## config.mk

```make
export PLATFORM = sky130hd
export DESIGN_NAME = operand_sequencer
export DESIGN_NICKNAME = d
export VERILOG_FILES = /design/src/rtl/operand_seq_pkg.sv /design/src/rtl/load_reg.sv /design/src/rtl/operand_sequencer.sv
export SDC_FILE = /design/constraint.sdc
export NUM_CORES = 1
export LEC_CHECK = 0
export CORE_ASPECT_RATIO = 1.75
export CORE_MARGIN = 3
export CORE_UTILIZATION = 45
export CTS_BUF_LIST = sky130_fd_sc_hd__clkbuf_8
export CTS_CLUSTER_DIAMETER = 30
export DETAILED_ROUTE_END_ITERATION = 12
export PLACE_DENSITY = 0.83
export RECOVER_POWER = 50
export SLEW_MARGIN = 20
export SYNTH_ARGS = -nofsm -noshare
export SYNTH_HDL_FRONTEND = slang
export SYNTH_HIERARCHICAL = 1
export SYNTH_SLANG_ARGS = --single-unit
```

## constraint.sdc

```tcl
create_clock -name clk -period 2.45 [get_ports clk]
set_clock_uncertainty 0.05 [all_clocks]
set_input_delay 0.49 -clock clk [delete_from_list [all_inputs] [get_ports clk]]
set_output_delay 0.49 -clock clk [all_outputs]
set_load 0.02 [all_outputs]
```

## src/rtl/operand_seq_pkg.sv

```systemverilog
// Shared types and constants for the operand sequencer slice.
package operand_seq_pkg;

   localparam int unsigned OPCODE_W = 2;

   typedef enum logic [1:0] {
      WAIT_A  = 2'd0,
      WAIT_B  = 2'd1,
      WAIT_OP = 2'd2,
      SHOW    = 2'd3
   } state_t;

endpackage

```

## src/rtl/load_reg.sv

```systemverilog
// Width-parameterized register with synchronous reset and load enable.
module load_reg #(
   parameter int unsigned W = 8
) (
   input  logic         clk,
   input  logic         reset,
   input  logic         load,
   input  logic [W-1:0] d,
   output logic [W-1:0] q
);

   always_ff @(posedge clk) begin
      if (reset)
         q <= '0;
      else if (load)
         q <= d;
   end

endmodule

```

## src/rtl/operand_sequencer.sv

```systemverilog
// Steps through operand A, operand B and opcode entry, then shows the result;
// supports undo and aborts back to WAIT_A after too long idle mid-sequence.
module operand_sequencer
   import operand_seq_pkg::*;
#(
   parameter int unsigned N       = 16,
   parameter int unsigned TIMEOUT = 100_000_000
) (
   input  logic            clk,
   input  logic            reset,
   input  logic            enter,
   input  logic            undo,
   input  logic [N-1:0]    data_in,
   output logic [N-1:0]    op_a,
   output logic [N-1:0]    op_b,
   output logic [1:0]      opcode,
   output logic            load_a,
   output logic            load_b,
   output logic            load_op,
   output logic [1:0]      state_id,
   output logic            result_valid,
   output logic [7:0]      ops_done
);

   localparam int unsigned CW = $clog2(TIMEOUT);
   // Abort fires on the idle edge that would bring the count to TIMEOUT-1.
   localparam logic [CW-1:0] IDLE_LIMIT = CW'(TIMEOUT - 2);

   state_t          state, state_nx;
   logic [CW-1:0]   idle_cnt, idle_nx;
   logic            go, back, waiting;

   assign go      = enter & ~undo;
   assign back    = undo & ~enter;
   assign waiting = (state == WAIT_B) || (state == WAIT_OP);

   always_comb begin
      state_nx = state;
      load_a   = 1'b0;
      load_b   = 1'b0;
      load_op  = 1'b0;
      idle_nx  = '0;
      if (!reset) begin
         if (go) begin
            case (state)
               WAIT_A:  begin state_nx = WAIT_B;  load_a  = 1'b1; end
               WAIT_B:  begin state_nx = WAIT_OP; load_b  = 1'b1; end
               WAIT_OP: begin state_nx = SHOW;    load_op = 1'b1; end
               default: state_nx = WAIT_A;
            endcase
         end else if (back) begin
            case (state)
               WAIT_B:  state_nx = WAIT_A;
               WAIT_OP: state_nx = WAIT_B;
               SHOW:    state_nx = WAIT_OP;
               default: state_nx = state;
            endcase
         end else if (!enter && waiting) begin
            if (idle_cnt == IDLE_LIMIT)
               state_nx = WAIT_A;
            else
               idle_nx = idle_cnt + 1'b1;
         end
      end
   end

   always_ff @(posedge clk) begin
      if (reset) begin
         state    <= WAIT_A;
         idle_cnt <= '0;
         ops_done <= '0;
      end else begin
         state    <= state_nx;
         idle_cnt <= idle_nx;
         if (load_op)
            ops_done <= ops_done + 8'd1;
      end
   end

   load_reg #(.W(N)) u_reg_a (
      .clk   (clk),
      .reset (reset),
      .load  (load_a),
      .d     (data_in),
      .q     (op_a)
   );

   load_reg #(.W(N)) u_reg_b (
      .clk   (clk),
      .reset (reset),
      .load  (load_b),
      .d     (data_in),
      .q     (op_b)
   );

   load_reg #(.W(OPCODE_W)) u_reg_op (
      .clk   (clk),
      .reset (reset),
      .load  (load_op),
      .d     (data_in[OPCODE_W-1:0]),
      .q     (opcode)
   );

   assign state_id     = state;
   assign result_valid = (state == SHOW) && !reset;

endmodule

```

==> results.toml, run 1 <==
[run_status]
outcome = "complete, no violations"

[global_route]
grt_pass1_wl_um = 11200
grt_overflow_total = 0
grt_pass1_vias = 2494
grt_usage_pct = 18.6
grt_max_degree = 42
antenna_found_initial = 0

[clock_network]
cts_buffer_depth = 2
holdBufCountCts = 0
cts_root_buffer = "clkbuf_8"
path_clk_slew_ns = 0.07
clock_latency_ns = 0.35
cts_tree = "done"
numCtsBuffers = 9
htreeDepth = 3
clock_sinks = 71

[pwr]
ir_worst_vdd_mv = 0.358
power_frac_clock_pct = 41.6
power_frac_seq_pct = 48.2
p_switching_w = 0.000579
pwr-share-comb_pct = 10.3
intPower_w = 0.00189
cellPowerDensity_nw_per_um2 = 609
leakagePower_nw = 1.56
p_sw_share_pct = 23.4
total_power_w = 0.00247

[worst_setup_path]
path_buf_inv = 3
critical_path_depth = 5
crit_chain = "clkdlybuf4s50_1, inv_1, ha_1, and3_1, dlygate4sd2_1"
cp-endpoint = "load_a"
cp.arrival_ns = 1.78
critPathSlowestCell = "clkdlybuf4s50_1"
startpoint = "undo"
path_delay_family = "buffers and inverters"
r2r-end = "idle_cnt[17]"
cp_max_fo = 4
crit_path_end_kind = "output port"
start_kind = "primary input"
reg2reg_depth = 5
rrSetupSlack_ns = 0.22
timing.rr.start = "idle_cnt[13]"
critPathRequiredTime_ns = 1.91
critical_path_class = "primary input to output port"
slowest_delay_ns = 0.49

[final_layout]
fill_cells = 548
multiInputGateArea_sq_um = 1540
area.growth.synth_to_final_pct = 31.0
finalNetCount = 435
layout-drive-gt1-share_pct = 7.35
fin_cells = 490
regArea_sq_um = 1420
diodes = 0

[sta]
relSlewSlack_pct = 62.2
rsz0062_at_grt = "false"
fin_crit_sh_pct = 94.6
slew_viol_final = 0
worst_slack_ns = 0.132
finalCriticalPeriod_ns = 2.32
finalSetupViolations = 0
clock.fmax_mhz = 431
hold_viol = 0
worstMarginPinSlew_ns = 0.562
finalSetupTns_ns = 0
hold_ws_ns = 0.436

[logic_synthesis]
synth_cell_types = 33
synth_edf_count = 0
syn_area_per_cell_sq_um = 9.50
ys_seq_area_share_pct = 45.9
synth_top_flop_cell = "dfxtp_1"
synth_nets = 357
syn_area_sq_um = 3100
synthArstFlopShare_pct = 0
ys_ff_latch = 71
synth_cells = 326
yosysWarnings = 6
synth_top_area_share_pct = 45.9
synth_area_leader_cell = "dfxtp_1"
yosys-top-cells-area = "dfxtp_1, mux2i_1, nor2_1, xor2_1, ha_1"

[place]
port_buffers = 67
pre_cts_ws_ns = -0.172
dp_cells = 475
gp_congestion = 0.812
hpwlAfterDp_um = 5060

[detailed_routing]
vias = 2604
wl_um = 6850
ant_nets = 0
drc = 0
first_pass_iters = 4
viasPerCell = 5.31
wl_per_cell_um = 14.0
drt_iter0_markers = 176

[floorplan]
placementRows = 39
ios = 68
die-area_sq_um = 7950
fp.dieH_um = 116
start_util_pct = 47.0
die_width_um = 68.7
core_area_sq_um = 6590

[job]
max_cap_viol_count = 0

[worst_hold_path]
hp-class = "flip-flop to flip-flop"
-- timing repair --
action	CTS	global route
resized for setup	3	2
hold endpoints to repair	0	0
pin swaps	0	0
buffers inserted	0	0
endpoints found under the setup margin	3	2
-- worst min-delay path: stages (launching register included) --
cell and delay [ns]:
dfxtp_1 0.32, mux2i_1 0.06, nor2_1 0.07
-- layer usage --
metal	track usage, %	share of wire [%]	vias up
met4	7.03	1.7	0
met2	32.4	52	79
met5	0	0	-
li1	-	-	1274
met1	20.3	39	1236
met3	6.01	7.1	15
-- worst min path at each step --
stage	from	to	depth (start not counted)
2_1_floorplan	idle_cnt[26]	idle_cnt[26]	2
3_3_place_gp	idle_cnt[26]	idle_cnt[26]	2
3_5_place_dp	u_reg_b/q[7]	u_reg_b/q[7]	2
4_1_cts	idle_cnt[26]	idle_cnt[26]	2
5_1_grt	u_reg_b/q[7]	u_reg_b/q[7]	2
6_report	u_reg_b/q[7]	u_reg_b/q[7]	2
-- cells by family (layout without fill, tap and decap cells) --
| group | count (synthesis) | in the layout | synth area share, % |
|---|---|---|---|
| xor gates and xnor gates | 29 | 29 | 8.20 |
| DFF | 71 | 71 | 45.9 |
| adders and majority gates | 11 | 11 | 4.44 |
| muxes | 34 | 34 | 11.0 |
| and+or+nand+nor | 145 | 145 | 22.6 |
| buffers and inverters | 20 | 102 | 4.53 |
| AOI/OAI and AO/OA | 16 | 16 | 3.35 |
-- cell usage in the layout, fill, tap and decap left out, types with 10 or more instances in the layout --
cell | Yosys | layout
mux2i_1 | 34 | 34
clkbuf_8 | 0 | 10
dlygate4sd3_1 | 0 | 35
dfxtp_1 | 71 | 71
nor2_1 | 72 | 72
nand2_1 | 16 | 16
xnor2_1 | 11 | 11
nand3_1 | 19 | 19
xor2_1 | 18 | 18
clkdlybuf4s50_1 | 0 | 28
ha_1 | 11 | 11
-- cell usage after synthesis, types with 2 or more instances --
cell type,n
a21oi_1,8
nor4_1,2
nand2_1,16
xnor2_1,11
inv_1,7
ha_1,11
xor2_1,18
buf_2,2
buf_6,4
or3_1,2
o21ai_0,4
nor2b_1,3
nand4_1,8
nand3_1,19
nor3_1,7
nor2_1,72
clkbuf_1,3
and4_1,3
buf_12,2
buf_1,2
dfxtp_1,71
and3_1,7
mux2i_1,34
-- state kept, by name, indices dropped and copies added (netlist names) --
signal      count
idle_cnt       27
u_reg_a/q      16
u_reg_b/q      16
ops_done        8
state_id        2
u_reg_op/q      2
-- per-stage QoR --
step	utilization [%]	cell area, sq um
floorplan	-	3100
global placement	58.5	3850
detailed placement	58.5	3850
CTS	61.8	4070
global route	61.6	4060
finish	61.6	4060
-- power by group through the flow --
stage,Clock [W],Sequential [W],Combinational [W]
floorplan,0,0.00124,0.000122
global placement,0,0.00122,0.000253
detailed placement,0,0.00122,0.000259
CTS,0.00105,0.00119,0.000261
global route,0.00109,0.00119,0.000277
finish,0.00103,0.00119,0.000253
-- final cells by class --
type                            instances  area share, %
Clock buffer                           10           3.39
Clock inverter                          5           2.00
Inverter                                7          0.648
Multi-Input combinational cell        235           37.8
Sequential cell                        71           35.0
Tap cell                               82           2.53
Timing Repair Buffer                   80           18.5
(Power assumes the default switching activity.)
==> inputs of run 2 (changes only) <==
- CORE_ASPECT_RATIO: 1.75 -> 0.6
==> results.toml, run 2 (synthesis gave the netlist of run 1 again) <==
[final_layout]
fin_cells = 498
reg.largest.list = "idle_cnt x27, u_reg_a/q x16, u_reg_b/q x16"
multiInputGateArea_sq_um = 1540
fin_util_pct = 63.9
fill_cells = 544
regArea_sq_um = 1420
largest_reg_flops = 27
max_flop_register = "idle_cnt"
finalNetCount = 440
layout-drive-gt1-share_pct = 8.70
diodes = 0
layout_commonest_cell = "nor2_1"
final_cell_mix = "nor2_1, dfxtp_1, clkdlybuf4s50_1"
area.growth.synth_to_final_pct = 31.8

[global_route]
antenna_found_initial = 0
grt_usage_pct = 19.6
grt_pass1_wl_um = 12300
use_met3_pct = 6.75
grt_overflow_total = 0
met2_usage_pct = 28.1
grt_pass1_vias = 2430
grt_max_degree = 33
grt.busiest_layer = "met2"
globalRouteMet1Util_pct = 27.1

[worst_setup_path]
r2r-end = "idle_cnt[25]"
path_delay_family = "buffers and inverters"
slowest_delay_ns = 0.49
critPathRequiredTime_ns = 1.91
reg2reg_depth = 6
start_kind = "primary input"
rrSetupSlack_ns = 0.21
crit_chain = "clkdlybuf4s50_1, ha_1, nand2_1, nor2_1, dlygate4sd2_1"
cp_max_fo = 4
critical_path_class = "primary input to output port"
cp.arrival_ns = 1.82
timing.rr.start = "idle_cnt[14]"
critPathSlowestCell = "clkdlybuf4s50_1"
crit_path_end_kind = "output port"
path_buf_inv = 2

[clock_network]
clock_sinks = 71
htreeDepth = 3
path_clk_slew_ns = 0.08
clock_latency_ns = 0.36
numCtsBuffers = 9
cts_tree = "done"
cts_buffer_depth = 2
post_cts_buffers = 0
cts_root_buffer = "clkbuf_8"

[worst_hold_path]
holdPathStages = 2
hp-class = "flip-flop to flip-flop"
min_to = "u_reg_a/q[1]"
min_from = "u_reg_a/q[1]"

[sta]
finalCriticalPeriod_ns = 2.36
worstMarginPinSlew_ns = 0.613
slew_viol_final = 0
hold_viol = 0
rsz0062_at_grt = "false"
finalSetupTns_ns = 0
finalSetupViolations = 0
hold_ws_ns = 0.441
fin_crit_sh_pct = 96.4
relSlewSlack_pct = 58.8
worst_slack_ns = 0.0875
clock.fmax_mhz = 423

[place]
hpwlAfterDp_um = 5370
port_buffers = 67
gp_congestion = 0.846
dp_cells = 482
pre_cts_ws_ns = -0.204

[detailed_routing]
wl_per_cell_um = 14.6
vias = 2555
first_pass_iters = 4
drc = 0
ant_nets = 0
drt_iter0_markers = 153
viasPerCell = 5.13
wl_um = 7280

[floorplan]
die_width_um = 113
die-area_sq_um = 7950
start_util_pct = 48.5
core_area_sq_um = 6390
ios = 68
fp.dieH_um = 70.3
placementRows = 22

[pwr]
p_sw_share_pct = 25.7
ir_worst_vdd_mv = 0.409
power_frac_seq_pct = 49.9
leakagePower_nw = 1.53
pwr-share-comb_pct = 11.2
power_frac_clock_pct = 38.9
cellPowerDensity_nw_per_um2 = 585
p_switching_w = 0.000614
intPower_w = 0.00177

[job]
max_cap_viol_count = 0

[run_status]
outcome = "complete, no violations"
[run 2: changes by cell type in the layout (fill, tap and decap cells not counted), moves of 2 or more]
cell | previous run | this run
clkinv_4 | 0 | 2
buf_4 | 8 | 12
dlygate4sd2_1 | 2 | 4
clkdlybuf4s50_1 | 28 | 41
clkinv_2 | 1 | 3
dlygate4sd3_1 | 35 | 22
[run 2: what timing repair did]
item                       in CTS  in global routing
setup endpoints to repair       4                  0
gates resized for setup         4                  0
hold buffers                    0                  0
[run 2: per-layer routing]
metal | routed length (um) | vias up
met3 | 400 | 7
met2 | 3250 | 57
met4 | 55 | 0
met5 | 0 | -
met1 | 3570 | 1213
li1 | - | 1278
[run 2: worst register-to-register path: stages (launching register included)]
cell and delay (ns):
dfxtp_1 0.42, nand4_1 0.26, or4b_4 0.60, or4_4 0.44
nand4_4 0.12, buf_12 0.18, nor2_1 0.07
[run 2: final cells by class]
cell class / count / share of cell area, %
timing repair buffer: 85 / 19.5
inverter: 7 / 0.644
sequential: 71 / 34.8
clock buffer: 9 / 3.04
clock inverter: 7 / 1.75
multi-input combinational: 235 / 37.6
tap: 84 / 2.58
[run 2: power by group through the flow]
stage	logic, W	clock network, W	registers, W
after floorplan	0.000122	0	0.00124
after CTS	0.000272	0.000952	0.00119
after global placement	0.000266	0	0.00122
final	0.000266	0.000929	0.00119
after global routing	0.000288	0.00100	0.00119
after detailed placement	0.000271	0	0.00122
[run 2: through the flow]
stage	total power, W	instance area, sq um
2_1_floorplan	0.00136	3100
3_3_place_gp	0.00148	3910
3_5_place_dp	0.00149	3910
4_1_cts	0.00241	4100
5_1_grt	0.00248	4080
6_report	0.00239	4080
[run 2: how the worst max path moves through the flow]
stage	endpoint	cells after the start	from
after floorplan	idle_cnt[19]	6	idle_cnt[13]
after global placement	load_op	5	enter
after detailed placement	load_op	5	enter
after CTS	load_op	5	enter
after global routing	load_op	5	enter
final	load_op	5	enter
